## src/rtl/qbus_master.sv

```systemverilog
// Q-bus master sequencer: DATI, DATO and DATIO cycles with RPLY timeout
// and DMA bus release. All outputs are registered and advance only on ce.
//
// Ports:
//   clk, reset_n       clock, async active-low reset
//   ce                 clock enable for all state
//   req/we/rmw/byte_op CPU cycle request, direction, read-modify-write, byte
//   addr/wdata         CPU address and write data
//   rdata/done/berr    read data, end-of-cycle pulse, bus-error pulse
//   addr_o/data_o      bus address and write data
//   data_i/rply        bus read data and slave reply
//   sync/din/dout/wtbt bus strobes; bsy mirrors sync
//   dmr/dmgo/sack      DMA request, grant offer, acknowledge
module qbus_master #(
  parameter int ADDR_W     = 16,
  parameter int DATA_W     = 16,
  parameter int TIMEOUT    = 63,
  parameter int ADDR_SETUP = 1
) (
  input  logic              clk,
  input  logic              reset_n,
  input  logic              ce,
  input  logic              req,
  input  logic              we,
  input  logic              rmw,
  input  logic              byte_op,
  input  logic [ADDR_W-1:0] addr,
  input  logic [DATA_W-1:0] wdata,
  output logic [DATA_W-1:0] rdata,
  output logic              done,
  output logic              berr,
  output logic [ADDR_W-1:0] addr_o,
  output logic [DATA_W-1:0] data_o,
  input  logic [DATA_W-1:0] data_i,
  output logic              sync,
  output logic              din,
  output logic              dout,
  output logic              wtbt,
  output logic              bsy,
  input  logic              rply,
  input  logic              dmr,
  output logic              dmgo,
  input  logic              sack
);

  typedef enum logic [2:0] {
    S_IDLE, S_ADDR, S_RD, S_GAP,
    S_WR, S_END, S_OFFER, S_HELD
  } state_t;

  localparam int CW =
    (TIMEOUT > 1) ? $clog2(TIMEOUT + 1) : 1;
  localparam int SW =
    (ADDR_SETUP > 1) ? $clog2(ADDR_SETUP + 1) : 1;
  localparam logic [CW-1:0] TO_LD = CW'(TIMEOUT);
  localparam logic [SW-1:0] AS_LD = SW'(ADDR_SETUP);

  state_t            r_state;
  logic [CW-1:0]     r_cnt;
  logic [SW-1:0]     r_scnt;
  logic [ADDR_W-1:0] r_addr;
  logic              r_we;
  logic              r_rmw;
  logic              r_byte;
  logic [DATA_W-1:0] r_rdata;
  logic [ADDR_W-1:0] r_addr_o;
  logic [DATA_W-1:0] r_data_o;
  logic              r_done;
  logic              r_berr;
  logic              r_sync;
  logic              r_din;
  logic              r_dout;
  logic              r_wtbt;
  logic              r_dmgo;

  state_t            w_nxt;
  logic [CW-1:0]     w_cnt;
  logic [SW-1:0]     w_scnt;
  logic              w_lat;
  logic              w_rd_ld;
  logic              w_wr_ld;
  logic              w_wait;
  logic              w_fin;
  logic              w_to;
  logic              w_bus;
  logic              w_byte;
  logic [ADDR_W-1:0] w_addr;

  always_comb begin
    w_nxt   = r_state;
    w_cnt   = r_cnt;
    w_scnt  = r_scnt;
    w_lat   = 1'b0;
    w_rd_ld = 1'b0;
    w_wr_ld = 1'b0;
    w_wait  = 1'b0;
    w_fin   = 1'b0;
    w_to    = 1'b0;
    unique case (r_state)
      S_IDLE: begin
        // the done cycle ignores req so a held req is not re-served
        if (dmr) begin
          w_nxt = S_OFFER;
        end else if (req && !r_done) begin
          w_nxt  = S_ADDR;
          w_lat  = 1'b1;
          w_scnt = AS_LD;
        end
      end
      S_ADDR: begin
        if (r_scnt == SW'(1)) begin
          w_cnt = TO_LD;
          if (r_rmw || !r_we) begin
            w_nxt = S_RD;
          end else begin
            w_nxt   = S_WR;
            w_wr_ld = 1'b1;
          end
        end else begin
          w_scnt = r_scnt - 1'b1;
        end
      end
      S_RD: begin
        if (rply) begin
          w_rd_ld = 1'b1;
          w_nxt   = r_rmw ? S_GAP : S_END;
        end else begin
          w_wait = 1'b1;
        end
      end
      S_GAP: begin
        if (!rply) begin
          w_nxt   = S_WR;
          w_wr_ld = 1'b1;
          w_cnt   = TO_LD;
        end else begin
          w_wait = 1'b1;
        end
      end
      S_WR: begin
        if (rply) w_nxt = S_END;
        else w_wait = 1'b1;
      end
      S_END: begin
        if (!rply) begin
          w_nxt = S_IDLE;
          w_fin = 1'b1;
        end else begin
          w_wait = 1'b1;
        end
      end
      S_OFFER: begin
        if (sack) w_nxt = S_HELD;
        else if (!dmr) w_nxt = S_IDLE;
      end
      S_HELD: begin
        if (!sack) w_nxt = S_IDLE;
      end
      default: w_nxt = S_IDLE;
    endcase
    // one shared watchdog for every phase that waits on rply
    if (w_wait) begin
      if (TIMEOUT != 0 && r_cnt == CW'(1)) begin
        w_to  = 1'b1;
        w_nxt = S_IDLE;
      end else begin
        w_cnt = r_cnt - 1'b1;
      end
    end
  end

  assign w_bus  = (w_nxt == S_ADDR) | (w_nxt == S_RD) |
                  (w_nxt == S_GAP)  | (w_nxt == S_WR);
  assign w_byte = w_lat ? byte_op : r_byte;
  assign w_addr = w_lat ? addr : r_addr;

  always_ff @(posedge clk or negedge reset_n) begin
    if (!reset_n) begin
      r_state  <= S_IDLE;
      r_cnt    <= '0;
      r_scnt   <= '0;
      r_addr   <= '0;
      r_we     <= 1'b0;
      r_rmw    <= 1'b0;
      r_byte   <= 1'b0;
      r_rdata  <= '0;
      r_addr_o <= '0;
      r_data_o <= '0;
      r_done   <= 1'b0;
      r_berr   <= 1'b0;
      r_sync   <= 1'b0;
      r_din    <= 1'b0;
      r_dout   <= 1'b0;
      r_wtbt   <= 1'b0;
      r_dmgo   <= 1'b0;
    end else if (ce) begin
      r_state <= w_nxt;
      r_cnt   <= w_cnt;
      r_scnt  <= w_scnt;
      if (w_lat) begin
        r_addr <= addr;
        r_we   <= we;
        r_rmw  <= rmw;
        r_byte <= byte_op;
      end
      if (w_rd_ld) r_rdata <= data_i;
      r_sync   <= w_bus;
      r_din    <= (w_nxt == S_RD);
      r_dout   <= (w_nxt == S_WR);
      r_wtbt   <= w_bus & w_byte;
      r_addr_o <= w_bus ? w_addr : '0;
      r_data_o <= w_wr_ld ? wdata :
                  ((w_nxt == S_WR) ? r_data_o : '0);
      r_done   <= w_fin | w_to;
      r_berr   <= w_to;
      r_dmgo   <= (w_nxt == S_OFFER);
    end
  end

  assign rdata  = r_rdata;
  assign done   = r_done;
  assign berr   = r_berr;
  assign addr_o = r_addr_o;
  assign data_o = r_data_o;
  assign sync   = r_sync;
  assign bsy    = r_sync;
  assign din    = r_din;
  assign dout   = r_dout;
  assign wtbt   = r_wtbt;
  assign dmgo   = r_dmgo;

endmodule

```

## config.mk

```make
export PLATFORM = sky130hd
export DESIGN_NAME = qbus_master
export DESIGN_NICKNAME = d
export VERILOG_FILES = /design/src/rtl/qbus_master.sv
export SDC_FILE = /design/constraint.sdc
export NUM_CORES = 1
export LEC_CHECK = 0
export ABC_CLOCK_PERIOD_IN_PS = 1900
export BUFFER_PORTS_ARGS = -buffer_cell sky130_fd_sc_hd__buf_4
export CAP_MARGIN = 15
export CORE_MARGIN = 4
export CORE_UTILIZATION = 45
export CTS_BUF_LIST = sky130_fd_sc_hd__clkbuf_16
export CTS_CLUSTER_SIZE = 8
export DETAILED_ROUTE_END_ITERATION = 6
export PLACE_DENSITY = 0.73
export SETUP_SLACK_MARGIN = 0.4
export SKIP_CTS_REPAIR_TIMING = 1
export SYNTH_ARGS = -nofsm -noshare
export SYNTH_HDL_FRONTEND = slang
export SYNTH_SLANG_ARGS = --single-unit
```

## constraint.sdc

```tcl
create_clock -name clk -period 1.9 [get_ports clk]
set_clock_uncertainty 0.1 [all_clocks]
set_input_delay 0.19 -clock clk [delete_from_list [all_inputs] [get_ports clk]]
set_output_delay 0.19 -clock clk [all_outputs]
set_load 0.02 [all_outputs]
```

==> metrics, run 1 <==
Synth Net Count ~370; Slew HR between 60% and 70%; Storage cell area ~2100 um^2; Worst Path Arrival between 2 and 2.5 ns; initial antenna violation count 0; peak fanout along the critical path 8; crit-path cells or3b_4 -> a32oi_4 -> o211ai_4 -> buf_6 -> o311a_4 -> nor2_1; global placement routability congestion 0.834; worst setup margin -0.265 ns; Max Freq 462 MHz; Top FF cell, synth dfrtp_1; r2r setup slk -0.27 ns; # H-tree levels 3; Slew Limit Fails 0; number of flops mapped to enable cells by yosys 0; Worst Path Buf+Inv 1; clk sink count between 80 and 90; Port Buffers 113; startpoint types flip-flop; vias in the first global route 3134; 1st-iter DRT viols between 60 and 70; nets roughly 560; mapped cell area ~4000 um^2; ys async rst share 100%; Final Hold Viols 0; drt pass-1 iters 4; CORE AREA roughly 8700 um^2; RSZ-0062 raised after global routing yes; antenna diode count 0; die area 10400 um^2; maxcap violations 0; Slowest Stage Delay on Critical Path 0.44 ns; post-layout min period approximately 2.2 ns; Netlist cell types 50; Clock Path Buffers 2; pin count of the biggest net entering global routing 46; Min-Delay Path Class in2reg; CP max-delay cell or3b_4; sequential share of the synthesized area 52.6%; kind of critical path reg2reg; # IOs 114; CP Data Required Time 2.06 ns; Top Family by Delay on Critical Path compound AO/OA/AOI/OAI gates; maximum VDD drop 0.00115 V; worst slew pin tran between 0.5 and 0.6 ns; Routed WL 10800 um; half-perimeter wire length after placement roughly 6800 um; Final Util 73.1%; CTS Buf Count 9; Chip Width around 100 um; #FFs+latches synth 84; syn_area_per_cell 12.7 um^2; status finished with violations; Initial Utilization 46.0%; final setup vio count 35; Vias/cell 5.20; Top Layer Used met4; layout cells sized above 1 57.4%; Clock Pin Slew Worst Setup and Hold Paths 0.06 ns; Root Driver clkbuf_16; Routed WL per cell 17.7 um; via count 3170; Clock Latency Late Sink 0.33 ns; synth top area cells dfrtp_1, mux2_2, mux2i_1; first-pass GRT wire length around 16000 um; CTS tree yes; row count 34; Routed Antenna Nets 0; count leader, synth dfrtp_1; wire length on met3 709 um; grt total ovfl 0; Hold Slack ~0.0014 ns; Lkg Pwr between 3 and 4 nW; Crit. Startpoint r_rmw; fillers 578; Hold Startpoint wdata[9]; Yosys Warn Count 0; Total GRT Usage 19.1%; Design Area, Final 6340 um^2; Mapped Cells between 300 and 400; Area Growth Syn to Fin 58.8%; Routed met1 length around 4600 um; multi-input logic area between 2000 and 2500 um^2; chip height 102 um; # DRC 0; met2 wire length 5410 um; worst r2r src r_rmw; Yosys top cell by area dfrtp_1; critical path endpoint category flip-flop; Cell Area, Placed approximately 5300 um^2; Yosys top cell area share 52.6%; failing checks setup timing; Period Utilization, post-route 114%; Post-synth top cells dfrtp_1, mux2_2, mux2i_1; power per cell area 1610 nW/um^2
[routing by layer]
| metal | vias to the layer above | track usage, % |
|---|---|---|
| met5 | - | 0 |
| met1 | 1573 | 25.5 |
| met3 | 8 | 6.35 |
| met2 | 95 | 30.5 |
| met4 | 0 | 4.24 |
| li1 | 1494 | - |
[final timing paths]
path | to | depth (start not counted)
worst max-delay path | data_o[3] | 6
worst min-delay path | data_o[9] | 3
worst max register to register | data_o[3] | 6
worst min register to register | rdata[10] | 1
max in group asynchronous | rdata[14] | 3
min in group asynchronous | data_o[4] | 2
[flip-flops by register name (all words and copies together), names as in the netlist, 3 cells and up]
name	cells
r_addr	16
rdata	16
addr_o	16
data_o	16
r_cnt	6
r_state	3
[layout by cell type, fill, tap and decap left out, types with 5 or more instances in the layout]
| cell | instances |
|---|---|
| mux2_2 | 26 |
| clkbuf_16 | 12 |
| nand2b_1 | 5 |
| mux2i_1 | 32 |
| nand2_1 | 6 |
| buf_4 | 144 |
| inv_1 | 26 |
| buf_12 | 6 |
| nor2_1 | 14 |
| mux2_4 | 11 |
| nor2_2 | 8 |
| dfrtp_1 | 82 |
| o32ai_2 | 17 |
| dlygate4sd3_1 | 21 |
| buf_6 | 14 |
[power by group]
part | total, mW | leakage, nW | internal (mW) | switching (mW)
clock | 1.73 | 0.152 | 1.02 | 0.711
sequential | 2.86 | 1.06 | 2.44 | 0.417
combinational | 5.62 | 1.96 | 2.91 | 2.70
[cells by family after synthesis]
logic type / share of synthesized area (%)
flip-flops: 52.6
multiplexers: 19.0
AND/OR/NAND/NOR: 8.58
AO/OA/AOI/OAI: 12.4
buffers and inverters: 5.01
XOR/XNOR: 1.75
adder cells (fa/ha/maj): 0.626
[layout make-up]
class | count | share of cell area [%]
Clock buffer | 9 | 3.55
Clock inverter | 7 | 1.09
Inverter | 25 | 1.48
Multi-Input combinational cell | 189 | 32.6
Sequential cell | 84 | 33.2
Tap cell | 108 | 2.13
Timing Repair Buffer | 188 | 25.9
[tightest hold or removal path, cell delays in order]
cell and delay [ns]:
buf_4 0.07, mux2i_1 0.05, nor2_1 0.08
[metrics by stage]
step	setup TNS [ns]	setup slack [ns]	std cells	power, mW
CTS	-7.09	-0.266	569	9.02
detailed placement	-6.62	-0.263	553	7.25
floorplan	-2.89	-0.139	314	5.62
finish	-7.45	-0.265	610	10.2
global placement	-4.79	-0.173	553	7.12
global route	-10.38	-0.341	610	10.8
Note: power is estimated with default switching activity, not from simulation.
==> inputs of run 2 (changes only) <==
SKIP_CTS_REPAIR_TIMING = default   (was 1)
==> run 2 against run 1 <==
  * Critical path depth is the same
  * Cell area grew 4.5%
  * First-iteration DRC count grew 58%
  * Worst setup slack gained 0.087 ns
  * The run still ends with setup timing left
  * Total power grew 1.2%
==> metrics, run 2 (synthesis gave the netlist of run 1 again) <==
logic gate share of total power 55.2% (was 55.1%); Seq pwr share 27.9% (was 28.0%); Finished Layout Cells 625 (was 610); 1st-iter DRT viols 109 (was 69); Storage cell area 2110 um^2 (was 2100 um^2); half-perimeter wire length after placement 6830 um (unchanged); multi-input logic area 2150 um^2 (was 2070 um^2); nets 572 (was 557); most frequent cells in the layout buf_4, dfrtp_1, mux2i_1 (unchanged); power per cell area 1560 nW/um^2 (was 1610 nW/um^2); Initial Utilization 46.0% (unchanged); Final Hold Viols 0 (unchanged); # placed instances 553 (unchanged); failing checks setup timing (unchanged); hold depth 3 (unchanged); CTS tree yes (unchanged); Min-Delay Path Class in2reg (unchanged); drt pass-1 iters 4 (unchanged); initial antenna violation count 0 (unchanged); peak fanout along the critical path 8 (unchanged); # IOs 114 (unchanged); CP max-delay cell o311a_4 (was or3b_4); fillers 524 (was 578); setup TNS -5.01 ns (was -7.45 ns); chip height 102 um (unchanged); r2r setup slk -0.18 ns (was -0.27 ns); CP Data Required Time 2.06 ns (about the same); CORE AREA 8680 um^2 (unchanged); # DRC 0 (unchanged); WHS Endpoint data_o[7] (was data_o[9]); internal power 6.37 mW (about the same); maximum VDD drop 0.00114 V (was 0.00115 V); first-pass GRT wire length 18200 um (was 15500 um); Total GRT Usage 22.6% (was 19.1%); Final Util 76.4% (was 73.1%); Design Power 10.3 mW (was 10.2 mW); Slowest Stage Delay on Critical Path 0.42 ns (was 0.44 ns); crit-path cells or3b_4 -> a32oi_4 -> o211ai_4 -> buf_6 -> o311a_4 -> nor2_1 (unchanged); kind of critical path reg2reg (unchanged); post-layout min period 2.08 ns (was 2.17 ns); global placement routability congestion 0.834 (unchanged); Clock Latency Late Sink 0.34 ns (was 0.33 ns); Routed WL per cell 18.7 um (was 17.7 um); Critical R2R Capture data_o[14] (was data_o[3]); worst setup margin -0.178 ns (was -0.265 ns); Net Switching 3.95 mW (was 3.83 mW); Area Growth Syn to Fin 66.0% (was 58.8%); Port Buffers 113 (unchanged); CTS Buf Count 9 (unchanged); R2R depth 6 (unchanged); Clock Path Buffers 2 (unchanged); power share of the clock group 16.9% (about the same); Period Utilization, post-route 109% (was 114%); critical path endpoint category flip-flop (unchanged); # H-tree levels 3 (unchanged); die area 10400 um^2 (unchanged); Routed Antenna Nets 0 (unchanged); Slew Limit Fails 0 (unchanged); Worst Path Arrival 2.24 ns (was 2.32 ns); Vias/cell 5.30 (was 5.20); vias in the first global route 3555 (was 3134); grt total ovfl 0 (unchanged); status finished with violations (unchanged); maxcap violations 0 (unchanged); Routed WL 11700 um (was 10800 um); commonest non-fill, non-tap cell in the layout buf_4 (unchanged); row count 34 (unchanged); Hold Startpoint wdata[7] (was wdata[9]); startpoint types flip-flop (unchanged); Root Driver clkbuf_16 (unchanged); clk sink count 84 (unchanged); final setup vio count 38 (was 35); Chip Width 102 um (unchanged); layout cells sized above 1 57.4% (about the same); worst r2r src r_rmw (unchanged); RSZ-0062 raised after global routing yes (unchanged); Hold Slack 0.00781 ns (was 0.00144 ns); sw frac 38.3% (was 37.6%); worst slew pin tran 0.608 ns (was 0.567 ns); pin count of the biggest net entering global routing 46 (unchanged); Lkg Pwr 3.31 nW (was 3.17 nW); via count 3313 (was 3170); Max Freq 481 MHz (was 462 MHz); antenna diode count 0 (unchanged); Slew HR 59.4% (was 62.1%); Clock Pin Slew Worst Setup and Hold Paths 0.06 ns (about the same)
## run 2: worst max path at each step
| stage | end | from | cells after the start | slack (ns) |
|---|---|---|---|---|
| after floorplan | addr_o[10] | r_state[0] | 7 | -0.14 |
| after global placement | data_o[12] | r_state[1] | 6 | -0.17 |
| after detailed placement | data_o[11] | r_state[1] | 6 | -0.26 |
| after CTS | data_o[13] | r_rmw | 6 | -0.16 |
| after global routing | addr_o[1] | r_state[2] | 7 | -0.26 |
| final | data_o[14] | r_rmw | 6 | -0.18 |
## run 2: worst max-delay path, delay by kind of cell (launching register included)
kind | cells | cell delay [ns]
compound gates | 3 | 0.85
buf+inv | 1 | 0.16
flops | 1 | 0.40
simple gates | 2 | 0.52
## run 2: what timing repair did
item | CTS | global route
hold buffers | 28 | 2
cloned | 6 | 1
endpoints found under the hold margin | 49 | 2
pin swaps | 27 | 6
buffers inserted | 13 | 6
gates resized for setup | 75 | 25
setup endpoints to repair | 83 | 83
## run 2: area by class of cell
class                      instances  area share (%)
tap                              108            2.04
multi-input combinational        189            32.4
clock inverter                     7            1.04
inverter                          25            1.42
clock buffer                       9            3.40
timing repair buffer             203            28.0
sequential                        84            31.8
## run 2: power groups by stage
stage	Clock, mW	Combinational [mW]	Sequential, mW
after CTS	1.77	5.35	2.85
after global routing	1.85	6.05	2.95
after detailed placement	0	4.36	2.90
final	1.75	5.70	2.88
after floorplan	0	2.39	3.24
after global placement	0	4.25	2.87
## run 2: per-layer routing
metal / up-vias / GRT usage (%) / share of wire, %
met5: - / 0 / 0
met4: 0 / 5.15 / 1.6
met3: 19 / 6.62 / 5.7
met2: 105 / 38.1 / 50
met1: 1671 / 28.9 / 42
li1: 1518 / - / -
## run 2: metrics by stage
stage / instance area, um^2 / setup WS (ns)
2_1_floorplan: 4120 / -0.139
3_3_place_gp: 5310 / -0.173
3_5_place_dp: 5310 / -0.263
4_1_cts: 6440 / -0.165
5_1_grt: 6630 / -0.257
6_report: 6630 / -0.178
